[src/rtl/fifo_reader.sv]
// fifo_reader: pulls words out of a synchronous FIFO (one-cycle registered
// read data) and presents them on a valid/ready stream.
//
// Ports
//   clk         single clock, rising edge
//   rst         synchronous active-high reset
//   enable      high = issue FIFO reads; low = stop reading, drain what is fetched
//   fifo_empty  upstream FIFO empty flag
//   fifo_rd_cs  FIFO chip select (same as fifo_rd_en)
//   fifo_rd_en  FIFO read strobe, one pulse per word
//   fifo_data   FIFO read data, valid the cycle after fifo_rd_en
//   m_data      stream data (oldest buffered word)
//   m_valid     stream valid
//   m_ready     stream ready
//   busy        a word is buffered or in flight
//   word_cnt    words accepted on the stream since reset (wraps)
//
// State | meaning
// IDLE  | nothing buffered, nothing in flight
// FILL  | one read in flight, buffer empty
// STREAM| at least one word buffered, m_valid high
module fifo_reader #(
   parameter int DATA_WIDTH = 8,
   parameter int CNT_WIDTH  = 16
) (
   input  logic                  clk,
   input  logic                  rst,
   input  logic                  enable,
   input  logic                  fifo_empty,
   output logic                  fifo_rd_cs,
   output logic                  fifo_rd_en,
   input  logic [DATA_WIDTH-1:0] fifo_data,
   output logic [DATA_WIDTH-1:0] m_data,
   output logic                  m_valid,
   input  logic                  m_ready,
   output logic                  busy,
   output logic [CNT_WIDTH-1:0]  word_cnt
);

   typedef enum logic [1:0] {
      IDLE   = 2'd0,
      FILL   = 2'd1,
      STREAM = 2'd2
   } state_t;

   state_t                state_q, state_d;
   logic [1:0]            occ_q, occ_d;
   logic                  pend_q, pend_d;
   logic [DATA_WIDTH-1:0] buf0_q, buf0_d;
   logic [DATA_WIDTH-1:0] buf1_q, buf1_d;
   logic [CNT_WIDTH-1:0]  cnt_q, cnt_d;

   logic                  pop;
   logic                  rd_en;
   logic [1:0]            fill;

   // Outputs are forced low while rst is high so nothing leaks out during
   // the reset cycle, even before the first reset edge has cleared state.
   assign m_valid    = !rst && (state_q == STREAM);
   assign busy       = !rst && (state_q != IDLE);
   assign m_data     = buf0_q;
   assign fifo_rd_en = rd_en;
   assign fifo_rd_cs = rd_en;
   assign word_cnt   = cnt_q;

   always_comb begin
      pop    = m_valid && m_ready;
      // occ + pend never exceeds 2: a read is only issued into the last
      // free slot when a pop frees one at the same edge.
      fill   = occ_q + {1'b0, pend_q};
      rd_en  = !rst && enable && !fifo_empty &&
               ((fill < 2'd2) || ((fill == 2'd2) && pop));

      occ_d  = occ_q + {1'b0, pend_q} - {1'b0, pop};
      pend_d = rd_en;
      cnt_d  = cnt_q + {{(CNT_WIDTH-1){1'b0}}, pop};

      buf0_d = buf0_q;
      buf1_d = buf1_q;
      if (pend_q && !pop) begin
         if (occ_q == 2'd0) buf0_d = fifo_data;
         else               buf1_d = fifo_data;
      end else if (!pend_q && pop) begin
         buf0_d = buf1_q;
      end else if (pend_q && pop) begin
         // Capture and pop together: the arriving word lands behind
         // whatever survives the pop.
         if (occ_q == 2'd1) begin
            buf0_d = fifo_data;
         end else begin
            buf0_d = buf1_q;
            buf1_d = fifo_data;
         end
      end

      if (occ_d != 2'd0)  state_d = STREAM;
      else if (pend_d)    state_d = FILL;
      else                state_d = IDLE;
   end

   always_ff @(posedge clk) begin
      if (rst) begin
         state_q <= IDLE;
         occ_q   <= 2'd0;
         pend_q  <= 1'b0;
         buf0_q  <= '0;
         buf1_q  <= '0;
         cnt_q   <= '0;
      end else begin
         state_q <= state_d;
         occ_q   <= occ_d;
         pend_q  <= pend_d;
         buf0_q  <= buf0_d;
         buf1_q  <= buf1_d;
         cnt_q   <= cnt_d;
      end
   end

endmodule
[config.mk]
export PLATFORM = sky130hd
export DESIGN_NAME = fifo_reader
export DESIGN_NICKNAME = d
export VERILOG_FILES = /design/src/rtl/fifo_reader.sv
export SDC_FILE = /design/constraint.sdc
export NUM_CORES = 1
export LEC_CHECK = 0
export BUFFER_PORTS_ARGS = -buffer_cell sky130_fd_sc_hd__buf_2
export CAP_MARGIN = 25
export CELL_PAD_IN_SITES_DETAIL_PLACEMENT = 1
export CELL_PAD_IN_SITES_GLOBAL_PLACEMENT = 1
export CORE_MARGIN = 2
export CORE_UTILIZATION = 42
export DETAILED_ROUTE_END_ITERATION = 12
export HOLD_SLACK_MARGIN = 0.02
export PLACE_DENSITY_LB_ADDON = 0.1
export SLEW_MARGIN = 20
export SYNTH_ARGS = -nofsm -noshare
export SYNTH_HDL_FRONTEND = slang
export SYNTH_SLANG_ARGS = --single-unit
[constraint.sdc]
create_clock -name clk -period 5.65 [get_ports clk]
set_input_delay 0.2825 -clock clk [delete_from_list [all_inputs] [get_ports clk]]
set_output_delay 0.2825 -clock clk [all_outputs]
set_load 0.02 [all_outputs]
[Word-level counts from Yosys, hierarchy flattened]
Index checks and enable logic that the tools add are counted.
Word-level totals
  flip-flop bits (word level): 37
  bits in writable memories: 0
  memory bits (read-only): 0
  latch bits: 0
  input port bits: 13
  memories: 0
Operators by class
  bitwise logic cells: 0
  multiplexer cells: 12
  reductions and logical operators: 23
  multiply operators: 0
  $add $sub $neg: 3
  order comparisons: 1
  equality and inequality tests: 7
  shifts and indexed selects: 0
  div/mod/pow operators: 0
Operators by type and width (count)
  $mux 8: 10
  $add 16x1->16: 1
  $logic_and 1x1->1: 10
  $ne 2x2->1 const B: 3
  $reduce_bool 2->1: 3
  $eq 2x2->1 const B: 2
  $logic_not 1->1: 4
  $reduce_and 4->1: 1
  $reduce_bool 3->1: 1
  $add 2x1->2: 1
  $eq 2x1->1 const B: 1
  $logic_not 2->1: 1
  $lt 2x2->1 const B: 1
  $mux 2: 1
  $ne 2x1->1 const B: 1
  $reduce_and 2->1: 1
  $reduce_or 2->1: 1
  $sub 2x1->2: 1
  $logic_or 1x1->1: 1
  $mux 1: 1

[Depth between registers and ports, before layout]
Gate-level depths: netlist (run 1).
  depth after elaboration: 8
  depth in mapped cells: 9

[Worst setup path before layout (run 1)]
Ideal clock, no wire load.
  path type: input port to flip-flop
  start point: in rst
  end point: reg cnt_q[14] (netlist: word_cnt[14])
  setup slack: 3.482 ns
  data required time: 5.580 ns
  library setup time: 0.070 ns
  arrival time: 2.097 ns
  stages: 9
  cells stage by stage: nand4bb_4 > inv_1 > buf_1 > and2_1 > ha_1 > and4_1 > nand3_1 > or3_1 > a21oi_1
On the way
  cells in the longest elaborated chain, start to end: 4
RTL lines
  start: declaration: RTL line 27  | input logic rst,
  $logic_not 1->1: RTL line 59  | assign m_valid = !rst && (state_q == STREAM);
  $logic_and 1x1->1: RTL line 59
  $logic_and 1x1->1: RTL line 67  | pop = m_valid && m_ready;
  $add 16x1->16: RTL line 76  | cnt_d = cnt_q + {{(CNT_WIDTH-1){1'b0}}, pop};
  end signal: assignment: RTL line 115  | cnt_q <= cnt_d;
  end: declaration: RTL line 51  | logic [CNT_WIDTH-1:0] cnt_q, cnt_d;
Parallel ways exist; a longest one is shown, timed or not.
A chain may end at the register's enable or synchronous reset.

[Worst setup path after layout (run 1)]
Same ends and word-level chain as after synthesis.

==> results_dict.tcl, run 1 <==
set metrics [dict create \
    p_per_area_mw_per_mm2 257.6 \
    syn_inst 189 \
    clk_pin_slew_worst_paths_ps 70 \
    synthTopCellsByArea "dfxtp_1 (44%), nand2b_1 (6.3%), nor2_1 (5.1%)" \
    hold_violations 0 \
    ys.flop_type "dfxtp_1" \
    synth_most_common_cell "dfxtp_1" \
    port_buffers 40 \
    vias_per_cell 5.304 \
    worst_slew_pin_slew_ps 794.0 \
    antenna_left 0 \
    setup_viol 0 \
    dp_hpwl_microns 2914 \
    holdWs_ps 261.8 \
    slowest_stage "nand4bb_4" \
    core_area_sq_mm 0.003943 \
    drv_slew 0 \
    hold_class "input port to register" \
    overflow 0 \
    clock_latency_ps 290 \
    drive_gt1_share_pct 22.12 \
    cts_resized 0 \
    path_delay_family "simple AND/OR/NAND/NOR gates" \
    area.growth.synth_to_final_pct 17.40 \
    wl_per_cell_microns 14.80 \
    grt_setup_unrepaired "no" \
    power_leakage_nw 0.8149 \
    post-synth-top-area-fraction_pct 43.66 \
    max-vdd-ir-drop_mv 0.1431 \
    crit_required_ps 5870 \
    synth_cell_types 35 \
    numClockSinks 37 \
    cts_setup_buffers 0 \
    cts_htree_levels 2 \
    regArea_sq_um 740.7 \
    ys_warn_count 0 \
    grt_pass1_vias 1454 \
    path_cells "buf_2, nand4bb_4, inv_1, and2_1, ha_1, and4_1, nand3_1, or3_1, a21oi_1" \
    slowest_delay_ps 500 \
    cp_max_fo 49 \
    num_antenna_cells 0 \
    ys_ff_latch 37 \
    status "complete, no violations" \
    netlist_area_sq_mm 0.001697 \
    ys_seq_area_share_pct 43.66 \
    crit_arrival_ps 2860 \
    dieArea_sq_mm 0.004564 \
    cts.root.buffer_cell "clkbuf_8" \
    finClkSkew_ps 3.848 \
    drcViolationCount 0 \
    final_util_pct 50.52 \
    start_kind "input port" \
    cts_buffers 5 \
    yosys-top-cells-count "dfxtp_1 (37), nor2_1 (23), nand2_1 (20)" \
    synthesis.nets 205 \
    vias 1464 \
    grtUsageTotal_pct 19.60 \
    multi_input_area_sq_um 900.9 \
    dr.pass1.iters 4 \
    path_buf_inv 2 \
    antenna_found_initial 0 \
    syn_area_per_cell_sq_um 8.977 \
    num_rows 23 \
    r2r-start "state_q[0]$_SDFF_PP0_" \
    ctsLongestPathBuffers 2 \
    fmax_mhz 377.9 \
    synth_top_cell_by_area "dfxtp_1" \
    drt_iter0_drc 46 \
    max_cap_viol_count 0 \
    nets 241 \
    grt_pass1_wl_microns 6624 \
    die_x_microns 67.56 \
    critPathKind "input port to register" \
    place.gp.congestion 0.7170 \
    cts_tree "built" \
    synth_edf_count 0 \
    fin_tns_setup_ps 0 \
    slew-limit-headroom_pct 46.02 \
    fill_cells 473 \
    drt_wl_total_microns 4084 \
    hold_start "fifo_data[2]" \
    startpoint "rst" \
    design.portCount 41 \
    final.period_utilization_pct 46.84 \
    async_reset_ff_share_pct 0 \
    start_util_pct 43.03 \
    die_y_microns 67.56 \
    worst_setup_path_end_kind "register" \
    fin_crit_ps 2647 \
    grt_max_degree 50 \
    cts_hold_buffers 0 \
]
## cells in the final DEF (no fill, tap or decap), types with 2 or more instances in the layout
cell,count
a21oi_1,5
a311oi_1,8
and2_1,3
and3_1,3
and4_1,3
buf_2,40
clkbuf_1,3
clkbuf_8,5
dfxtp_1,37
ha_1,3
inv_1,2
mux2i_1,8
nand2_1,20
nand2b_1,17
nand3_1,7
nand4_1,3
nor2_1,23
nor2b_1,3
nor3b_1,3
o21ai_0,4
or3_1,2
xnor2_1,7
xor2_1,6
## registers in the layout, summed over array words and instances, names as in the netlist
register and flops:
word_cnt 16, buf1_q 8, m_data 8, occ_q 2, state_q 2, pend_q 1
## cell families after synthesis
group / synth area share [%]
adder cells (fa/ha/maj): 2.213
buffers and inverters: 3.245
multiplexers: 6.195
AO/OA/AOI/OAI: 8.186
flip-flops: 43.66
AND/OR/NAND/NOR: 29.79
XOR/XNOR: 6.711
## worst min-delay path, stage by stage
cell and delay [ps]:
buf_2 110, nand2b_1 60, mux2i_1 60
## per-stage QoR
stage	instances	total power [mW]	setup slack (ps)	cell area, sq um
after floorplan	189	0.3208	3482	1697
after global placement	268	0.3366	2776	1912
after detailed placement	268	0.3400	2644	1912
after CTS	276	0.5195	2950	1992
after global routing	276	0.5366	2758	1992
final	276	0.5131	3003	1992
## final timing paths
path         cells after the start  slack [ps]                 endpoint
max reg2reg                      8        3160  word_cnt[14]$_SDFF_PP0_
min                              3         260   buf1_q[2]$_SDFFE_PP0P_
min reg2reg                      2         480   buf1_q[5]$_SDFFE_PP0P_
max                              9        3000  word_cnt[14]$_SDFF_PP0_
## power breakdown
group / total [mW] / switching, mW / internal, mW
clock: 0.179 / 0.0918 / 0.0876
combinational: 0.0565 / 0.0341 / 0.0224
sequential: 0.277 / 0.00742 / 0.270
## metal layers
metal,wire (microns),vias up,track usage [%]
met2,2109,31,33.82
met4,85,0,8.163
met5,0,-,0
met3,179,10,6.333
met1,1710,706,22.08
li1,-,717,-
## final cells by class
type / instances / share of cell area, %
multi-input combinational: 139 / 45.23
timing repair buffer: 40 / 10.05
tap: 50 / 3.141
sequential: 37 / 37.19
inverter: 2 / 0.3769
clock buffer: 8 / 4.020
Note: power is estimated with default switching activity, not from simulation.
==> run 2: changes to the inputs <==
--- a/config.mk
+++ b/config.mk
@@ -10,7 +10,7 @@
 export CELL_PAD_IN_SITES_DETAIL_PLACEMENT = 1
 export CELL_PAD_IN_SITES_GLOBAL_PLACEMENT = 1
 export CORE_MARGIN = 2
-export CORE_UTILIZATION = 42
+export CORE_UTILIZATION = 39
 export DETAILED_ROUTE_END_ITERATION = 12
 export HOLD_SLACK_MARGIN = 0.02
 export PLACE_DENSITY_LB_ADDON = 0.1
==> constraint.sdc (replaced) <==
create_clock -name clk -period 2.5 [get_ports clk]
set_input_delay 0.125 -clock clk [delete_from_list [all_inputs] [get_ports clk]]
set_output_delay 0.125 -clock clk [all_outputs]
set_load 0.02 [all_outputs]
==> run 2 against run 1 <==
Clock power rose to 2.6 times the previous value. Combinational power up 130%. Global-route usage down 1.2 points. Design area up 2.2%. Wire length up 1.4%. Non-clock buffer count up 3. Critical path type is now register to register.
==> results_dict.tcl, run 2 (synthesized netlist as in run 1, its figures left out) <==
set metrics [dict create \
    numClockSinks 37 \
    dieArea_sq_mm 0.004894 \
    power_switching_uw 307.6 \
    p_int_uw 912.2 \
    grt_max_degree 49 \
    r2r_cells 8 \
    vias_per_cell 5.301 \
    clock_latency_ps 290 \
    cts_htree_levels 2 \
    ctsLongestPathBuffers 2 \
    p_total_mw 1.220 \
    die_x_microns 69.96 \
    grt_pass1_vias 1555 \
    met2_usage_pct 34.07 \
    cts_buffers 5 \
    antenna_found_initial 0 \
    pwr-share-comb_pct 10.8 \
    crit_required_ps 2720 \
    vias 1479 \
    cp_max_fo 14 \
    grt_pass1_wl_microns 7155 \
    design.portCount 41 \
    cts_tree "built" \
    max-vdd-ir-drop_mv 0.2210 \
    switching_share_pct 25.22 \
    cts.root.buffer_cell "clkbuf_8" \
    grt_use_met1_pct 19.71 \
    worstHoldPathCells 3 \
    place.gp.congestion 0.6881 \
    reg2reg_to "word_cnt[14]$_SDFF_PP0_" \
    mostFrequentLayoutCells "buf_2 (40), dfxtp_1 (37), nor2_1 (23)" \
    grtUsageTotal_pct 18.39 \
    design_area_sq_mm 0.002036 \
    grt_setup_unrepaired "no" \
    dp_hpwl_microns 2951 \
    port_buffers 40 \
    wl_per_cell_microns 14.85 \
    p_clk_share_pct 37.9 \
    fill_cells 504 \
    area.growth.synth_to_final_pct 19.99 \
    cts_hold_buffers 0 \
    largest_reg_flops 16 \
    fin_tns_setup_ps 0 \
    worst_slew_pin_slew_ps 532.8 \
    core_area_sq_mm 0.004086 \
    setup_viol 0 \
    hold_class "input port to register" \
    overflow 0 \
    crit_arrival_ps 2350 \
    worst_setup_path_end_kind "register" \
    r2r-start "state_q[0]$_SDFF_PP0_" \
    antenna_left 0 \
    p_per_area_mw_per_mm2 599.2 \
    num_rows 23 \
    cts_setup_buffers 0 \
    setup_ws_ps 374.9 \
    status "complete, no violations" \
    drcViolationCount 0 \
    start_kind "register" \
    final.period_utilization_pct 85.00 \
    hold_violations 0 \
    drt_iter0_drc 74 \
    layout_commonest_cell "buf_2" \
    placed_cell_area_sq_mm 0.001934 \
    num_antenna_cells 0 \
    cts_resized 0 \
    grtUsageMet3_pct 5.339 \
    die_y_microns 69.96 \
    power_leakage_nw 0.8442 \
    fin_crit_ps 2125 \
    max_cap_viol_count 0 \
    fmax_mhz 470.6 \
    drive_gt1_share_pct 24.45 \
    reg2reg_slack_ps 370 \
    start_util_pct 41.52 \
    fin_cells 279 \
    nets 244 \
    holdPathEnd "buf1_q[4]$_SDFFE_PP0P_" \
    holdWs_ps 105.1 \
    clk_pin_slew_worst_paths_ps 70 \
    hold_start "fifo_data[4]" \
    busiest_layer "met2" \
    pre_cts_slack_ps 385.1 \
    seqPwrFrac_pct 51.3 \
    dr.pass1.iters 4 \
    finClkSkew_ps 6.012 \
    slew-limit-headroom_pct 64.48 \
    critPathKind "register to register" \
    dp_cells 271 \
    drv_slew 0 \
    final_util_pct 49.82 \
    drt_wl_total_microns 4142 \
]
run 2: cell count changes in the layout (fill, tap and decap cells not counted), sizes merged:
cell,change
clkbuf,-1
buf,+3
clkinv,+1
run 2: layout make-up:
| class | instances | area (sq um) | area share (%) |
|---|---|---|---|
| multi-input cells | 139 | 900.9 | 44.25 |
| clock inverters | 1 | 5.005 | 0.2459 |
| inverters | 2 | 7.507 | 0.3688 |
| flip-flops and latches | 37 | 740.7 | 36.39 |
| well taps | 50 | 62.56 | 3.073 |
| repair buffers | 43 | 222.7 | 10.94 |
| clock buffers | 7 | 96.34 | 4.733 |
run 2: power by group through the flow:
stage	Sequential (mW)	Combinational, mW	Clock [mW]
detailed placement	0.640	0.133	0
global placement	0.637	0.127	0
CTS	0.626	0.135	0.476
finish	0.626	0.132	0.462
floorplan	0.648	0.0769	0
global route	0.629	0.147	0.503
run 2: worst max-delay path: stages, from the launching register on:
cell and delay (ps):
dfxtp_1 340, nand4bb_4 360, inv_1 150, and2_1 140, ha_1 190, and4_1 320
nand3_1 110, or3_1 310, a21oi_1 140
run 2: worst max path at each step:
stage                                     start                       to  slack, ps
after detailed placement  state_q[1]$_SDFF_PP0_  word_cnt[14]$_SDFF_PP0_        390
after CTS                 state_q[1]$_SDFF_PP0_  word_cnt[14]$_SDFF_PP0_        360
after floorplan           state_q[0]$_SDFF_PP0_  word_cnt[14]$_SDFF_PP0_        340
after global routing      state_q[0]$_SDFF_PP0_  word_cnt[14]$_SDFF_PP0_        210
final                     state_q[0]$_SDFF_PP0_  word_cnt[14]$_SDFF_PP0_        370
after global placement    state_q[0]$_SDFF_PP0_  word_cnt[14]$_SDFF_PP0_        490
run 2: layer usage:
metal	vias up	share of wire, %
li1	727	-
met1	720	40
met2	27	54
met3	5	4.1
met4	0	1.3
met5	-	0
==> run 3: changes to the inputs <==
--- a/config.mk
+++ b/config.mk
@@ -9,8 +9,8 @@
 export CAP_MARGIN = 25
 export CELL_PAD_IN_SITES_DETAIL_PLACEMENT = 1
 export CELL_PAD_IN_SITES_GLOBAL_PLACEMENT = 1
-export CORE_MARGIN = 2
 export CORE_UTILIZATION = 39
+export CTS_CLUSTER_SIZE = 12
 export DETAILED_ROUTE_END_ITERATION = 12
 export HOLD_SLACK_MARGIN = 0.02
 export PLACE_DENSITY_LB_ADDON = 0.1
==> run 3 against run 2 <==
Sequential share of layout area fell by 0.13 points. Sequential cell count did not move. Wire length fell by 2.5%. Design area rose by 0.37%. Via count fell by 1.5%. Hold slack improved by 11 ps. Core utilization rose by 0.18 points. Critical path depth did not move. Setup slack got worse by 23 ps. Critical path type unchanged.
==> results_dict.tcl, run 3 (synthesized netlist as in run 1, its figures left out) <==
set metrics [dict create \
    status "complete, no violations" \
    r2r_cells 8 \
    start_util_pct 41.52 \
    numClockSinks 37 \
    ctsLongestPathBuffers 2 \
    max_cap_viol_count 0 \
    drt_iter0_drc 65 \
    antenna_left 0 \
    drt_wl_total_microns 4038 \
    slowest_stage "dfxtp_1" \
    start_kind "register" \
    num_antenna_cells 0 \
    slew-limit-headroom_pct 65.49 \
    fill_cells 496 \
    cp_max_fo 9 \
    die_y_microns 67.96 \
    reg2reg_slack_ps 350 \
    nets 245 \
    pwr-share-comb_pct 11.0 \
    startpoint "state_q[1]$_SDFF_PP0_" \
    p_clk_share_pct 37.7 \
    design_area_sq_mm 0.002043 \
    die_x_microns 67.96 \
    cts_tree "built" \
    endpoint "word_cnt[14]$_SDFF_PP0_" \
    clock_latency_ps 290 \
    dp_hpwl_microns 2967 \
    p_int_uw 913.3 \
    max-vdd-ir-drop_mv 0.3412 \
    num_rows 23 \
    design.portCount 41 \
    core_area_sq_mm 0.004086 \
    setup_ws_ps 351.5 \
    place.gp.congestion 0.7401 \
    antenna_found_initial 0 \
    grt_pass1_wl_microns 6492 \
    wl_per_cell_microns 14.42 \
    hold_class "input port to register" \
    switching_share_pct 24.93 \
    hold_violations 0 \
    overflow 0 \
    setup_viol 0 \
    vias_per_cell 5.204 \
    finClkSkew_ps 5.865 \
    pre_cts_slack_ps 344.7 \
    cts_setup_buffers 0 \
    drive_gt1_share_pct 24.78 \
    grt_setup_unrepaired "no" \
    vias 1457 \
    p_total_mw 1.217 \
    drv_slew 0 \
    fin_crit_ps 2149 \
    dieArea_sq_mm 0.004618 \
    placed_cell_area_sq_mm 0.001942 \
    cts.root.buffer_cell "clkbuf_8" \
    critPathKind "register to register" \
    largest_reg_flops 16 \
    cts_resized 0 \
    mostFrequentLayoutCells "buf_2 (40), dfxtp_1 (37), nor2_1 (23)" \
    layout_commonest_cell "buf_2" \
    worst_setup_path_end_kind "register" \
    seqPwrFrac_pct 51.3 \
    fmax_mhz 465.4 \
    area.growth.synth_to_final_pct 20.43 \
    power_leakage_nw 0.8484 \
    grt_max_degree 49 \
    reg2reg_to "word_cnt[14]$_SDFF_PP0_" \
    clk_pin_slew_worst_paths_ps 70 \
    fin_cells 280 \
    dr.pass1.iters 4 \
    cts_buffers 5 \
    slowest_delay_ps 400 \
    cts_hold_buffers 0 \
    port_buffers 40 \
    fin_tns_setup_ps 0 \
    crit_arrival_ps 2360 \
    crit_required_ps 2710 \
    dp_cells 272 \
    final.period_utilization_pct 85.94 \
    power_switching_uw 303.3 \
    p_per_area_mw_per_mm2 595.4 \
    r2r-start "state_q[1]$_SDFF_PP0_" \
    worst_slew_pin_slew_ps 507.6 \
    grt_pass1_vias 1415 \
    path_cells "nand4bb_4, inv_1, and2_1, ha_1, and4_1, nand3_1, or3_1, a21oi_1" \
    grtUsageTotal_pct 19.15 \
    cts_htree_levels 2 \
    drcViolationCount 0 \
]
## run 3: cell count changes in the layout (fill, tap and decap cells not counted)
cell	delta
buf_4	+1
## run 3: worst min-delay path by stage
stage	from	end	slack, ps	cells after the start
3_5_place_dp	fifo_data[3]	buf1_q[3]$_SDFFE_PP0P_	420	3
4_1_cts	fifo_data[3]	buf1_q[3]$_SDFFE_PP0P_	110	3
3_3_place_gp	fifo_data[2]	buf1_q[2]$_SDFFE_PP0P_	400	3
2_1_floorplan	fifo_data[2]	buf1_q[2]$_SDFFE_PP0P_	280	2
6_report	fifo_data[3]	buf1_q[3]$_SDFFE_PP0P_	120	3
5_1_grt	fifo_data[3]	buf1_q[3]$_SDFFE_PP0P_	130	3
## run 3: power by group through the flow
stage                     clock, mW  sequential (mW)  combinational (mW)
final                         0.458            0.625               0.134
after global routing          0.498            0.627               0.147
after CTS                     0.471            0.625               0.136
after detailed placement          0            0.638               0.135
after global placement            0            0.637               0.128
after floorplan                   0            0.648              0.0769
## run 3: cell type report
cell class,instances,area [sq um],area share [%]
Clock buffer,7,96.34,4.715
Clock inverter,1,5.005,0.2449
Inverter,2,7.507,0.3674
Multi-Input combinational cell,139,900.9,44.09
Sequential cell,37,740.7,36.25
Tap cell,50,62.56,3.062
Timing Repair Buffer,44,230.2,11.27
## run 3: worst max-delay path, delay by kind of cell, from the launching register on
family | cells | cell delay [ps]
compound gates | 1 | 170
simple gates | 5 | 1040
buf+inv | 1 | 270
fa+ha+maj | 1 | 190
flops | 1 | 400
## run 3: layer usage
| layer | part of all wire [%] | vias up | track usage, % |
|---|---|---|---|
| li1 | - | 730 | - |
| met1 | 43 | 690 | 20.87 |
| met2 | 52 | 33 | 35.78 |
| met3 | 3.9 | 4 | 5.500 |
| met4 | 1.0 | 0 | 4.688 |
| met5 | 0 | - | 0 |
## run 3: per-stage QoR
stage	util [%]	hold slack, ps
floorplan	-	280.4
global placement	47.52	399.5
detailed placement	47.52	419.6
CTS	50.00	114.0
global route	50.00	126.3
finish	50.00	115.7
